## src/rtl/uart_tx_arbiter.sv

```systemverilog
// Round-robin scheduler sharing one uart_tx between NUM_REQ frame requesters.
// A granted frame is captured whole and sent MSB byte first without interleaving.
module uart_tx_arbiter #(
  parameter int unsigned NUM_REQ     = 4,
  parameter int unsigned FRAME_BYTES = 3
) (
  input  logic                             clk_i,
  input  logic                             rstn_i,
  input  logic [NUM_REQ-1:0]               req_i,
  input  logic [NUM_REQ*FRAME_BYTES*8-1:0] data_i,
  output logic [NUM_REQ-1:0]               ack_o,
  output logic [NUM_REQ-1:0]               done_o,
  output logic [2:0]                       gnt_id_o,
  output logic                             active_o,
  output logic [7:0]                       sbyte_o,
  output logic                             send_o,
  input  logic                             busy_i
);

  localparam int unsigned FW = FRAME_BYTES * 8;
  localparam int unsigned IW = $clog2(2 * NUM_REQ);

  typedef enum logic [2:0] {
    StIdle,
    StLoad,
    StSend,
    StWaitHi,
    StWaitLo,
    StDone
  } state_e;

  state_e              state_q, state_d;
  logic [2:0]          ptr_q, ptr_d;
  logic [FW-1:0]       frame_q, frame_d;
  logic [3:0]          cnt_q, cnt_d;
  logic [2:0]          gnt_q, gnt_d;
  logic                active_q, active_d;
  logic [NUM_REQ-1:0]  ack_q, ack_d;
  logic [NUM_REQ-1:0]  done_q, done_d;
  logic [7:0]          sbyte_q, sbyte_d;
  logic                send_q, send_d;

  logic [2*NUM_REQ-1:0] req_dbl;
  logic [NUM_REQ-1:0]   req_rot;
  logic [2:0]           start;
  logic [3:0]           sel_off;
  logic [3:0]           sel_sum;
  logic                 sel_found;
  logic [2:0]           sel_idx;

  // Rotate requests so the search always begins at pointer+1, then take the lowest set bit.
  always_comb begin
    start     = (ptr_q >= 3'(NUM_REQ - 1)) ? 3'd0 : ptr_q + 3'd1;
    req_dbl   = {req_i, req_i};
    req_rot   = req_dbl[IW'(start) +: NUM_REQ];
    sel_found = |req_rot;
    sel_off   = '0;
    for (int i = NUM_REQ - 1; i >= 0; i--) begin
      if (req_rot[i]) sel_off = 4'(i);
    end
    sel_sum = {1'b0, start} + sel_off;
    if (sel_sum >= 4'(NUM_REQ)) sel_sum = sel_sum - 4'(NUM_REQ);
    sel_idx = sel_sum[2:0];
  end

  always_comb begin
    state_d  = state_q;
    ptr_d    = ptr_q;
    frame_d  = frame_q;
    cnt_d    = cnt_q;
    gnt_d    = gnt_q;
    active_d = active_q;
    sbyte_d  = sbyte_q;
    ack_d    = '0;
    done_d   = '0;
    send_d   = 1'b0;

    case (state_q)
      StIdle: begin
        if (sel_found) begin
          frame_d  = FW'(data_i >> (FW * 32'(sel_idx)));
          cnt_d    = 4'(FRAME_BYTES);
          gnt_d    = sel_idx;
          active_d = 1'b1;
          ack_d    = NUM_REQ'(1) << sel_idx;
          state_d  = StLoad;
        end
      end
      // The capture is already registered while in LOAD, so the first byte can go out
      // straight from here when the transmitter is free.
      StLoad, StSend: begin
        if (!busy_i) begin
          sbyte_d = frame_q[FW-1 -: 8];
          frame_d = frame_q << 8;
          cnt_d   = cnt_q - 4'd1;
          send_d  = 1'b1;
          state_d = StWaitHi;
        end else begin
          state_d = StSend;
        end
      end
      StWaitHi: begin
        if (busy_i) state_d = StWaitLo;
      end
      StWaitLo: begin
        if (!busy_i) begin
          if (cnt_q != 4'd0) begin
            state_d = StSend;
          end else begin
            done_d  = NUM_REQ'(1) << gnt_q;
            ptr_d   = gnt_q;
            state_d = StDone;
          end
        end
      end
      StDone: begin
        active_d = 1'b0;
        state_d  = StIdle;
      end
      default: state_d = StIdle;
    endcase
  end

  always_ff @(posedge clk_i or negedge rstn_i) begin
    if (!rstn_i) begin
      state_q  <= StIdle;
      ptr_q    <= 3'(NUM_REQ - 1);
      frame_q  <= '0;
      cnt_q    <= '0;
      gnt_q    <= '0;
      active_q <= 1'b0;
      ack_q    <= '0;
      done_q   <= '0;
      sbyte_q  <= '0;
      send_q   <= 1'b0;
    end else begin
      state_q  <= state_d;
      ptr_q    <= ptr_d;
      frame_q  <= frame_d;
      cnt_q    <= cnt_d;
      gnt_q    <= gnt_d;
      active_q <= active_d;
      ack_q    <= ack_d;
      done_q   <= done_d;
      sbyte_q  <= sbyte_d;
      send_q   <= send_d;
    end
  end

  assign ack_o    = ack_q;
  assign done_o   = done_q;
  assign gnt_id_o = gnt_q;
  assign active_o = active_q;
  assign sbyte_o  = sbyte_q;
  assign send_o   = send_q;

endmodule

```

## config.mk

```make
export PLATFORM = sky130hd
export DESIGN_NAME = uart_tx_arbiter
export DESIGN_NICKNAME = d
export VERILOG_FILES = /design/src/rtl/uart_tx_arbiter.sv
export SDC_FILE = /design/constraint.sdc
export NUM_CORES = 1
export LEC_CHECK = 0
export BUFFER_PORTS_ARGS = -buffer_cell sky130_fd_sc_hd__buf_2
export CAP_MARGIN = 20
export CELL_PAD_IN_SITES_DETAIL_PLACEMENT = 1
export CELL_PAD_IN_SITES_GLOBAL_PLACEMENT = 2
export CORE_ASPECT_RATIO = 0.75
export CORE_MARGIN = 4
export CORE_UTILIZATION = 32
export CTS_BUF_LIST = sky130_fd_sc_hd__clkbuf_8 sky130_fd_sc_hd__clkbuf_16
export DETAILED_ROUTE_END_ITERATION = 16
export GPL_TIMING_DRIVEN = 1
export PLACE_DENSITY_LB_ADDON = 0.25
export SLEW_MARGIN = 15
export SYNTH_ARGS = -nofsm -noshare
export SYNTH_HDL_FRONTEND = slang
export SYNTH_SLANG_ARGS = --single-unit
```

## constraint.sdc

```tcl
create_clock -name clk_i -period 6.5 [get_ports clk_i]
set_input_delay 0.975 -clock clk_i [delete_from_list [all_inputs] [get_ports clk_i]]
set_output_delay 0.975 -clock clk_i [all_outputs]
set_load 0.05 [all_outputs]
```

==> results of run 1 <==
cell usage after synthesis, types with 2 or more instances:
library cell	instances	share of area, %
dfrtp_1	53	41
nand2_1	46	5.3
inv_1	26	3.0
mux4_2	24	17
nor2_1	23	2.6
o21ai_0	11	1.7
mux2i_1	10	3.1
a221oi_2	9	4.1
a221oi_1	8	2.1
buf_2	7	1.1
clkbuf_1	7	0.81
nor4_1	7	1.3
ha_1	6	2.3
mux2_2	5	1.7
a21oi_1	3	0.46
nor3_1	3	0.46
o21a_1	3	0.69
buf_4	2	0.46
buf_6	2	0.69
dfstp_2	2	1.6
nand2b_1	2	0.38
nand3_1	2	0.31
nor4b_1	2	0.54
o22ai_1	2	0.38
or3_1	2	0.38
xnor2_1	2	0.54
sequential cells by signal, summed over array words and instances (netlist names):
name	count
ack_o	4
active_o	1
cnt_q	4
done_o	4
frame_q	24
gnt_id_o	3
ptr_q	3
sbyte_o	8
send_o	1
state_q	3
placed cells by master (no fill, tap or decap), drive strengths merged, types with 4 or more instances in the layout:
| master | count |
|---|---|
| mux4 | 24 |
| mux2 | 5 |
| buf | 129 |
| mux2i | 10 |
| clkbuf | 6 |
| o21ai | 12 |
| nor4 | 7 |
| nor2 | 24 |
| inv | 27 |
| a221oi | 17 |
| ha | 6 |
| dfrtp | 53 |
| a21oi | 4 |
| nand2 | 47 |
area by class of cell:
cell class              count  area share, %
inverters                  27          2.477
well taps                 132          3.987
clock inverters             2         0.3020
repair buffers            129          16.52
clock buffers               6          3.352
multi-input cells         191          40.02
diodes                      1        0.06040
flip-flops and latches     55          33.28
layer usage:
layer | part of all wire, % | vias up | global-route usage [%]
met5 | 0.15 | - | 0
met4 | 0.96 | 2 | 3.832
met3 | 5.5 | 9 | 3.919
met2 | 49 | 83 | 26.17
met1 | 44 | 1288 | 19.68
li1 | - | 1292 | -
power groups by stage:
stage / Sequential (mW) / Combinational [mW] / Clock, mW
2_1_floorplan: 0.703 / 0.921 / 0
3_3_place_gp: 0.571 / 1.30 / 0
3_5_place_dp: 0.576 / 1.32 / 0
4_1_cts: 0.570 / 1.32 / 0.284
5_1_grt: 0.588 / 1.49 / 0.301
6_report: 0.568 / 1.35 / 0.274
logic make-up (layout without fill, tap and decap cells):
logic type,count (synthesis),count (layout),share of synthesized area (%)
buffers and inverters,47,164,6.909
and+or+nand+nor,95,95,13.21
adders and majority gates,7,7,2.917
other,0,1,0
AOI/OAI and AO/OA,47,47,12.48
muxes,39,39,21.38
DFF,55,55,42.30
xor gates and xnor gates,3,3,0.8063
worst max path at each step:
stage	startpoint	endpoint	slack, ns	depth (start not counted)
4_1_cts	req_i[1]	frame_q[15]$_DFFE_PN0P_	2.10	13
3_3_place_gp	req_i[1]	frame_q[13]$_DFFE_PN0P_	1.87	13
3_5_place_dp	req_i[1]	frame_q[15]$_DFFE_PN0P_	1.77	13
6_report	req_i[1]	frame_q[16]$_DFFE_PN0P_	2.48	12
2_1_floorplan	req_i[1]	frame_q[3]$_DFFE_PN0P_	2.48	13
5_1_grt	req_i[1]	frame_q[10]$_DFFE_PN0P_	2.19	12
critical path, stage by stage:
cell and delay (ns):
buf_2 0.12, or4b_2 0.60, o21ai_0 0.13, nand2_1 0.08, a221oi_1 0.27, a21o_1 0.12, ha_2 0.17, inv_1 0.05
fa_1 0.39, or4_1 0.95, nand2_1 0.24, a221oi_2 0.08
==> results.toml, run 1 <==
[floorplan]
die_area_um2 = 11880
pin_count = 124
die_x_um = 124.5
initial_utilization_pct = 33.21
die_h_um = 95.40
rows = 31
core-area_um2 = 9813

[yosys]
ys_types = 50
ys_ff_latch = 55
synth_nets = 403
synth_area_um2 = 3259
synth-edff-count = 0
synthFlopType = "dfrtp_1"
syn_avg_cell_area_um2 = 11.12
yosys_warnings = 0
postSynthCellCount = 293
ys_async_sr_fraction_pct = 100.0
yosysSeqAreaShare_pct = 42.30

[job]
maxCapViolations = 0

[sta]
hold_viol = 0
setup_viol = 0
hold_ws_ns = 0.4715
finalCriticalPeriod_ns = 4.017
maxSlewViolCount = 0
max_freq_mhz = 248.9
worst_slew_pin_slew_ns = 0.9563
setup_tns_ns = 0
slew-limit-headroom_pct = 36.25
fin_skew_ns = 0.005837
setup_ws_ns = 2.483
finalCritPeriodShare_pct = 61.81
rsz0062_at_grt = "false"

[route]
drt_drc_violations_left = 0
vias_per_cell = 4.924
postRouteAntennaNets = 0
wl_um = 8837
routedWlPerCell_um = 16.27
drtIter0Drc = 88
vias = 2674
dr.pass1.iters = 4

[critical_path]
r2r-end = "frame_q[16]$_DFFE_PN0P_"
cp-end-kind = "flop"
reg2reg_depth = 13
worstPathRequired_ns = 6.67
cp_max_fo = 25
worstSetupStartpointType = "primary input"
crit_arrival_ns = 4.19
path_class = "primary input to flop"
r2r-start = "ptr_q[0]$_DFFE_PN1P_"
rrSetupSlack_ns = 2.58

[power]
p_clk_share_pct = 12.5
switching_power_mw = 0.9463
p_sw_share_pct = 43.20
combPwrFrac_pct = 61.5
leakage_nw = 2.106
pwr-share-seq_pct = 25.9
p_int_mw = 1.244
ir_drop_v = 0.0003238
finalPower_mw = 2.190
power_density_nw_per_um2 = 528.7

[hold_path]
holdPathStages = 2
worstHoldStart = "sbyte_o[7]$_DFFE_PN0P_"
min_to = "sbyte_o[7]$_DFFE_PN0P_"
worstHoldPathType = "flop to flop"

[clocking]
cts_resized = 0
holdBufCountCts = 0
numCtsBuffers = 5
clkTransAtPathRegs_ns = 0.07
cts-root-buf = "clkbuf_16"
cts_buffer_depth = 2
tritoncts = "yes"
cts_sinks = 55
postCtsSetupRepairBufs = 0
htree_levels = 2
clkLatencyLatePin_ns = 0.29

[finish]
syn2layout_area_growth_pct = 27.10
fillerInstances = 1156
fin_util_pct = 42.22
fin_area_um2 = 4143
finalNetCount = 519
layout-drive-gt1-share_pct = 45.61
multi_input_area_um2 = 1658
final_cells = 543
final-seq-area_um2 = 1379

[run_status]
outcome = "finished clean"

[global_routing]
grt_use_total_pct = 15.30
grt-ovfl-total = 0
grt_max_degree = 56
grt_pass1_wl_um = 14510
first_global_vias = 2858
antenna_found_initial = 2

[placement]
dp_hpwl_um = 6585
port_buffers = 123
gp_congestion = 0.7734
dpl.cell_count = 532
place_ws_ns = 1.774
place_area_um2 = 3950
No activity file was read; power rests on OpenSTA's default activity.
==> run 2: changes to the inputs <==
--- a/config.mk
+++ b/config.mk
@@ -11,7 +11,7 @@
 export CELL_PAD_IN_SITES_GLOBAL_PLACEMENT = 2
 export CORE_ASPECT_RATIO = 0.75
 export CORE_MARGIN = 4
-export CORE_UTILIZATION = 32
+export CORE_UTILIZATION = 27
 export CTS_BUF_LIST = sky130_fd_sc_hd__clkbuf_8 sky130_fd_sc_hd__clkbuf_16
 export DETAILED_ROUTE_END_ITERATION = 16
 export GPL_TIMING_DRIVEN = 1
==> constraint.sdc (replaced) <==
create_clock -name clk_i -period 3.6 [get_ports clk_i]
set_input_delay 0.54 -clock clk_i [delete_from_list [all_inputs] [get_ports clk_i]]
set_output_delay 0.54 -clock clk_i [all_outputs]
set_load 0.05 [all_outputs]
==> run 2 against run 1 <==
Sequential power increased by 81%. Critical path depth up 2. First-iteration DRC count up 28%. Global-route usage is 0.11 points lower. Cell area up 3.4%. Sequential cell count stayed put. Wire length is 13% higher. Clock-buffer cell count decreased by 1. Clock power is 100% higher. Non-clock buffer count grew 8. Sequential share of layout area down 1.1 points. Worst hold slack got worse by 0.24 ns. Critical path type is now flop to flop.
==> results.toml, run 2 (synthesis results as in run 1) <==
[power]
pwr-share-seq_pct = 25.0
p_clk_share_pct = 13.3
power_density_nw_per_um2 = 966.3
combPwrFrac_pct = 61.7
p_int_mw = 2.309
p_sw_share_pct = 44.18
ir_drop_v = 0.0002787
switching_power_mw = 1.828
leakage_nw = 2.156

[floorplan]
die_area_um2 = 13910
rows = 34
pin_count = 124
die_x_um = 134.9
initial_utilization_pct = 27.86
core-area_um2 = 11700
die_h_um = 103.2

[route]
routedWlPerCell_um = 17.15
wl_um = 9946
postRouteAntennaNets = 0
vias = 2778
dr.pass1.iters = 4
drtIter0Drc = 113
vias_per_cell = 4.790
drt_drc_violations_left = 0

[sta]
hold_viol = 0
rsz0062_at_grt = "false"
finalCritPeriodShare_pct = 94.02
fin_skew_ns = 0.01063
finalCriticalPeriod_ns = 3.385
worst_slew_pin_slew_ns = 0.5689
setup_viol = 0
max_freq_mhz = 295.5
slew-limit-headroom_pct = 62.07
setup_tns_ns = 0
maxSlewViolCount = 0

[placement]
dp_hpwl_um = 7694
port_buffers = 123
place_area_um2 = 4093
gp_congestion = 0.7762

[job]
maxCapViolations = 0

[global_routing]
grt_use_total_pct = 15.19
grt_max_degree = 43
grt-ovfl-total = 0
antenna_found_initial = 0
grt_pass1_wl_um = 16590
first_global_vias = 3106

[clocking]
cts-root-buf = "clkbuf_16"
clkLatencyLatePin_ns = 0.30
numCtsBuffers = 5
htree_levels = 2
cts_sinks = 55
clkTransAtPathRegs_ns = 0.08
cts_buffer_depth = 2
tritoncts = "yes"

[critical_path]
crit_buf_inv = 2
path_class = "flop to flop"
cp-end-kind = "flop"
crit_slowest_cell = "dfstp_2"
critical_path.top_delay_family = "adder cells"
critPathMaxStageDelay_ns = 0.58
crit_arrival_ns = 3.58
worstSetupStartpointType = "flop"
cp_max_fo = 19
worstPathRequired_ns = 3.80
cp_cell_sequence = "ha_1, ha_1, o21a_1, and2_2, o22ai_1, a221oi_2, a21o_1, ha_2, inv_1, fa_1, buf_12, mux4_2, nand2_1, a221oi_2"

[finish]
top_register = "frame_q"
largest_reg_flops = 24
mostFrequentLayoutCells = "123 x buf_2, 53 x dfrtp_1, 46 x nand2_1"
num_antenna_cells = 0
fillerInstances = 1360
syn2layout_area_growth_pct = 31.36
fin_area_um2 = 4282
final_common_cell = "buf_2"
layout-drive-gt1-share_pct = 47.37
finalNetCount = 527

[hold_path]
worstHoldPathType = "primary input to async pin"

[run_status]
outcome = "finished clean"
## run 2: stage by stage
stage          cells  hold WS [ns]  setup WS (ns)  util [%]  total power, mW
3_5_place_dp     571        0.4716        0.02017     34.98            3.624
5_1_grt          580        0.2680        0.02617     36.60            4.497
6_report         580        0.2359         0.2154     36.60            4.137
4_1_cts          579        0.2491        0.09895     36.41            4.183
2_1_floorplan    293        0.2444        0.08902         -            2.936
3_3_place_gp     571        0.4624         0.1232     34.98            3.566
## run 2: power by group through the flow
stage / Sequential, mW / Clock, mW / Combinational (mW)
CTS: 1.04 / 0.566 / 2.58
detailed placement: 1.05 / 0 / 2.58
finish: 1.03 / 0.551 / 2.55
global placement: 1.04 / 0 / 2.53
floorplan: 1.27 / 0 / 1.67
global route: 1.08 / 0.596 / 2.83
## run 2: worst paths after layout
check,start,to,slack [ns],cells after the start
hold reg to reg,sbyte_o[1]$_DFFE_PN0P_,sbyte_o[1]$_DFFE_PN0P_,0.48,2
setup / recovery,ptr_q[0]$_DFFE_PN1P_,frame_q[21]$_DFFE_PN0P_,0.22,14
setup reg to reg,ptr_q[0]$_DFFE_PN1P_,frame_q[21]$_DFFE_PN0P_,0.22,14
hold / removal,rstn_i,frame_q[1]$_DFFE_PN0P_,0.24,1
max in group asynchronous,rstn_i,ptr_q[0]$_DFFE_PN1P_,2.45,2
min in group clk_i,sbyte_o[1]$_DFFE_PN0P_,sbyte_o[1]$_DFFE_PN0P_,0.48,2
## run 2: per-layer routing
layer | part of all wire [%] | GRT usage [%] | vias up
li1 | - | - | 1309
met1 | 49 | 21.81 | 1379
met2 | 45 | 23.82 | 83
met3 | 5.4 | 3.220 | 7
met4 | 0.87 | 3.286 | 0
met5 | 0 | 0 | -
## run 2: area by class of cell
type / instances / area [um^2] / area share [%]
sequential: 55 / 1379 / 32.20
tap: 162 / 202.7 / 4.734
inverter: 27 / 102.6 / 2.396
clock buffer: 5 / 125.1 / 2.922
clock inverter: 3 / 41.29 / 0.9643
timing repair buffer: 137 / 758.2 / 17.71
multi-input combinational: 191 / 1673 / 39.07
## run 2: timing repair
action	in CTS	in global routing
gates resized for setup	0	3
hold buffers	0	0
setup endpoints to repair	0	25
setup buffers	0	1
==> run 3: changes to the inputs <==
--- a/config.mk
+++ b/config.mk
@@ -9,7 +9,6 @@
 export CAP_MARGIN = 20
 export CELL_PAD_IN_SITES_DETAIL_PLACEMENT = 1
 export CELL_PAD_IN_SITES_GLOBAL_PLACEMENT = 2
-export CORE_ASPECT_RATIO = 0.75
 export CORE_MARGIN = 4
 export CORE_UTILIZATION = 27
 export CTS_BUF_LIST = sky130_fd_sc_hd__clkbuf_8 sky130_fd_sc_hd__clkbuf_16
==> run 3 against run 2 <==
Clock power about the same. Sequential power about the same. Worst setup slack got worse by 0.11 ns.
==> results.toml, run 3 (synthesis results as in run 1) <==
[job]
maxCapViolations = 0

[clocking]
numCtsBuffers = 5
cts_buffer_depth = 2
htree_levels = 2
cts_sinks = 55
holdBufCountCts = 0
tritoncts = "yes"
clkTransAtPathRegs_ns = 0.07
cts-root-buf = "clkbuf_16"
clkLatencyLatePin_ns = 0.30

[critical_path]
crit_slowest_cell = "fa_2"
path_class = "flop to flop"
crit_path_frequent_cell = "nand2_1"
worstPathRequired_ns = 3.76
critPathMaxStageDelay_ns = 0.67
crit_arrival_ns = 3.66
worstSetupStartpointType = "flop"
cp-end-kind = "flop"
cp_max_fo = 11
cp_cell_sequence = "buf_4, or4b_2, o21ai_1, nand2_1, a221oi_2, a21o_1, ha_2, inv_1, fa_2, buf_12, mux4_2, nand2_1, a221oi_1"

[finish]
fin_util_pct = 36.61
layout-drive-gt1-share_pct = 47.00
syn2layout_area_growth_pct = 30.44
top_register = "frame_q"
largest_reg_flops = 24
num_antenna_cells = 0
final_common_cell = "buf_2"
mostFrequentLayoutCells = "123 x buf_2, 53 x dfrtp_1, 46 x nand2_1"
finalNetCount = 526

[global_routing]
first_global_vias = 3065
grt_pass1_wl_um = 16090
grt-ovfl-total = 0
grt_use_total_pct = 14.27
antenna_found_initial = 0
grt_max_degree = 43

[route]
routedWlPerCell_um = 17.46
drtIter0Drc = 122
drt_drc_violations_left = 0
dr.pass1.iters = 4
postRouteAntennaNets = 0
wl_um = 9775
vias_per_cell = 4.957
vias = 2776

[sta]
finalCriticalPeriod_ns = 3.494
slew-limit-headroom_pct = 49.98
fin_skew_ns = 0.008786
setup_tns_ns = 0
maxSlewViolCount = 0
finalCritPeriodShare_pct = 97.04
max_freq_mhz = 286.2
setup_viol = 0
setup_ws_ns = 0.1064
hold_viol = 0
worst_slew_pin_slew_ns = 0.7504

[floorplan]
die_area_um2 = 13890
die_h_um = 117.9
initial_utilization_pct = 28.07
die_x_um = 117.9
pin_count = 124
rows = 39
core-area_um2 = 11610

[placement]
place_ws_ns = 0.04666
gp_congestion = 0.7797
dp_hpwl_um = 7449
port_buffers = 123

[run_status]
outcome = "finished clean"

[power]
ir_drop_v = 0.0004967
power_density_nw_per_um2 = 985.9
leakage_nw = 2.157
finalPower_mw = 4.192

[hold_path]
worstHoldPathType = "primary input to async pin"
run 3: critical path: cells and delay by family, from the launching register on:
family	cells	cell delay, ns
AND/OR/NAND/NOR	3	0.83
flip-flops	1	0.38
adder cells (fa/ha/maj)	2	0.84
multiplexers	1	0.34
AO/OA/AOI/OAI	4	0.58
buffers and inverters	3	0.37
run 3: final timing paths:
| check | depth (start not counted) | startpoint | slack, ns | end |
|---|---|---|---|---|
| min in group clk_i | 2 | sbyte_o[6]$_DFFE_PN0P_ | 0.48 | sbyte_o[6]$_DFFE_PN0P_ |
| max in group asynchronous | 2 | rstn_i | 2.40 | ptr_q[1]$_DFFE_PN1P_ |
| setup reg to reg | 13 | ptr_q[0]$_DFFE_PN1P_ | 0.11 | frame_q[21]$_DFFE_PN0P_ |
| hold reg to reg | 2 | sbyte_o[6]$_DFFE_PN0P_ | 0.48 | sbyte_o[6]$_DFFE_PN0P_ |
| setup / recovery | 13 | ptr_q[0]$_DFFE_PN1P_ | 0.11 | frame_q[21]$_DFFE_PN0P_ |
| hold / removal | 1 | rstn_i | 0.31 | done_o[3]$_DFF_PN0_ |
run 3: cell type report:
class / count / area (um^2)
fillers: 1351 / 7362
multi-input cells: 191 / 1669
flip-flops and latches: 55 / 1379
repair buffers: 136 / 759.5
well taps: 143 / 178.9
clock buffers: 5 / 125.1
inverters: 27 / 102.6
clock inverters: 3 / 37.54
run 3: per-layer routing:
metal	track usage [%]	vias to the layer above	part of all wire [%]
met1	18.28	1397	44
met4	3.736	0	1.2
met2	24.76	69	50
li1	-	1304	-
met3	2.691	6	4.4
met5	0	-	0
run 3: power by group:
part           leakage [nW]  internal [mW]  switching [mW]
Sequential            0.671          0.879           0.144
Combinational          1.40           1.16            1.46
Clock                0.0864          0.324           0.224
run 3: stage by stage:
stage / instance area (um^2) / instances / hold slack, ns
after floorplan: 3261 / 293 / 0.2444
after global placement: 4041 / 550 / 0.4617
after detailed placement: 4041 / 550 / 0.4674
after CTS: 4204 / 558 / 0.3345
after global routing: 4252 / 560 / 0.3593
final: 4252 / 560 / 0.3070
run 3: repair_timing:
| action | 4_1_cts | 5_1_grt |
|---|---|---|
| gates resized for setup | 0 | 5 |
| setup endpoints to repair | 0 | 25 |
| buffers inserted | 0 | 1 |
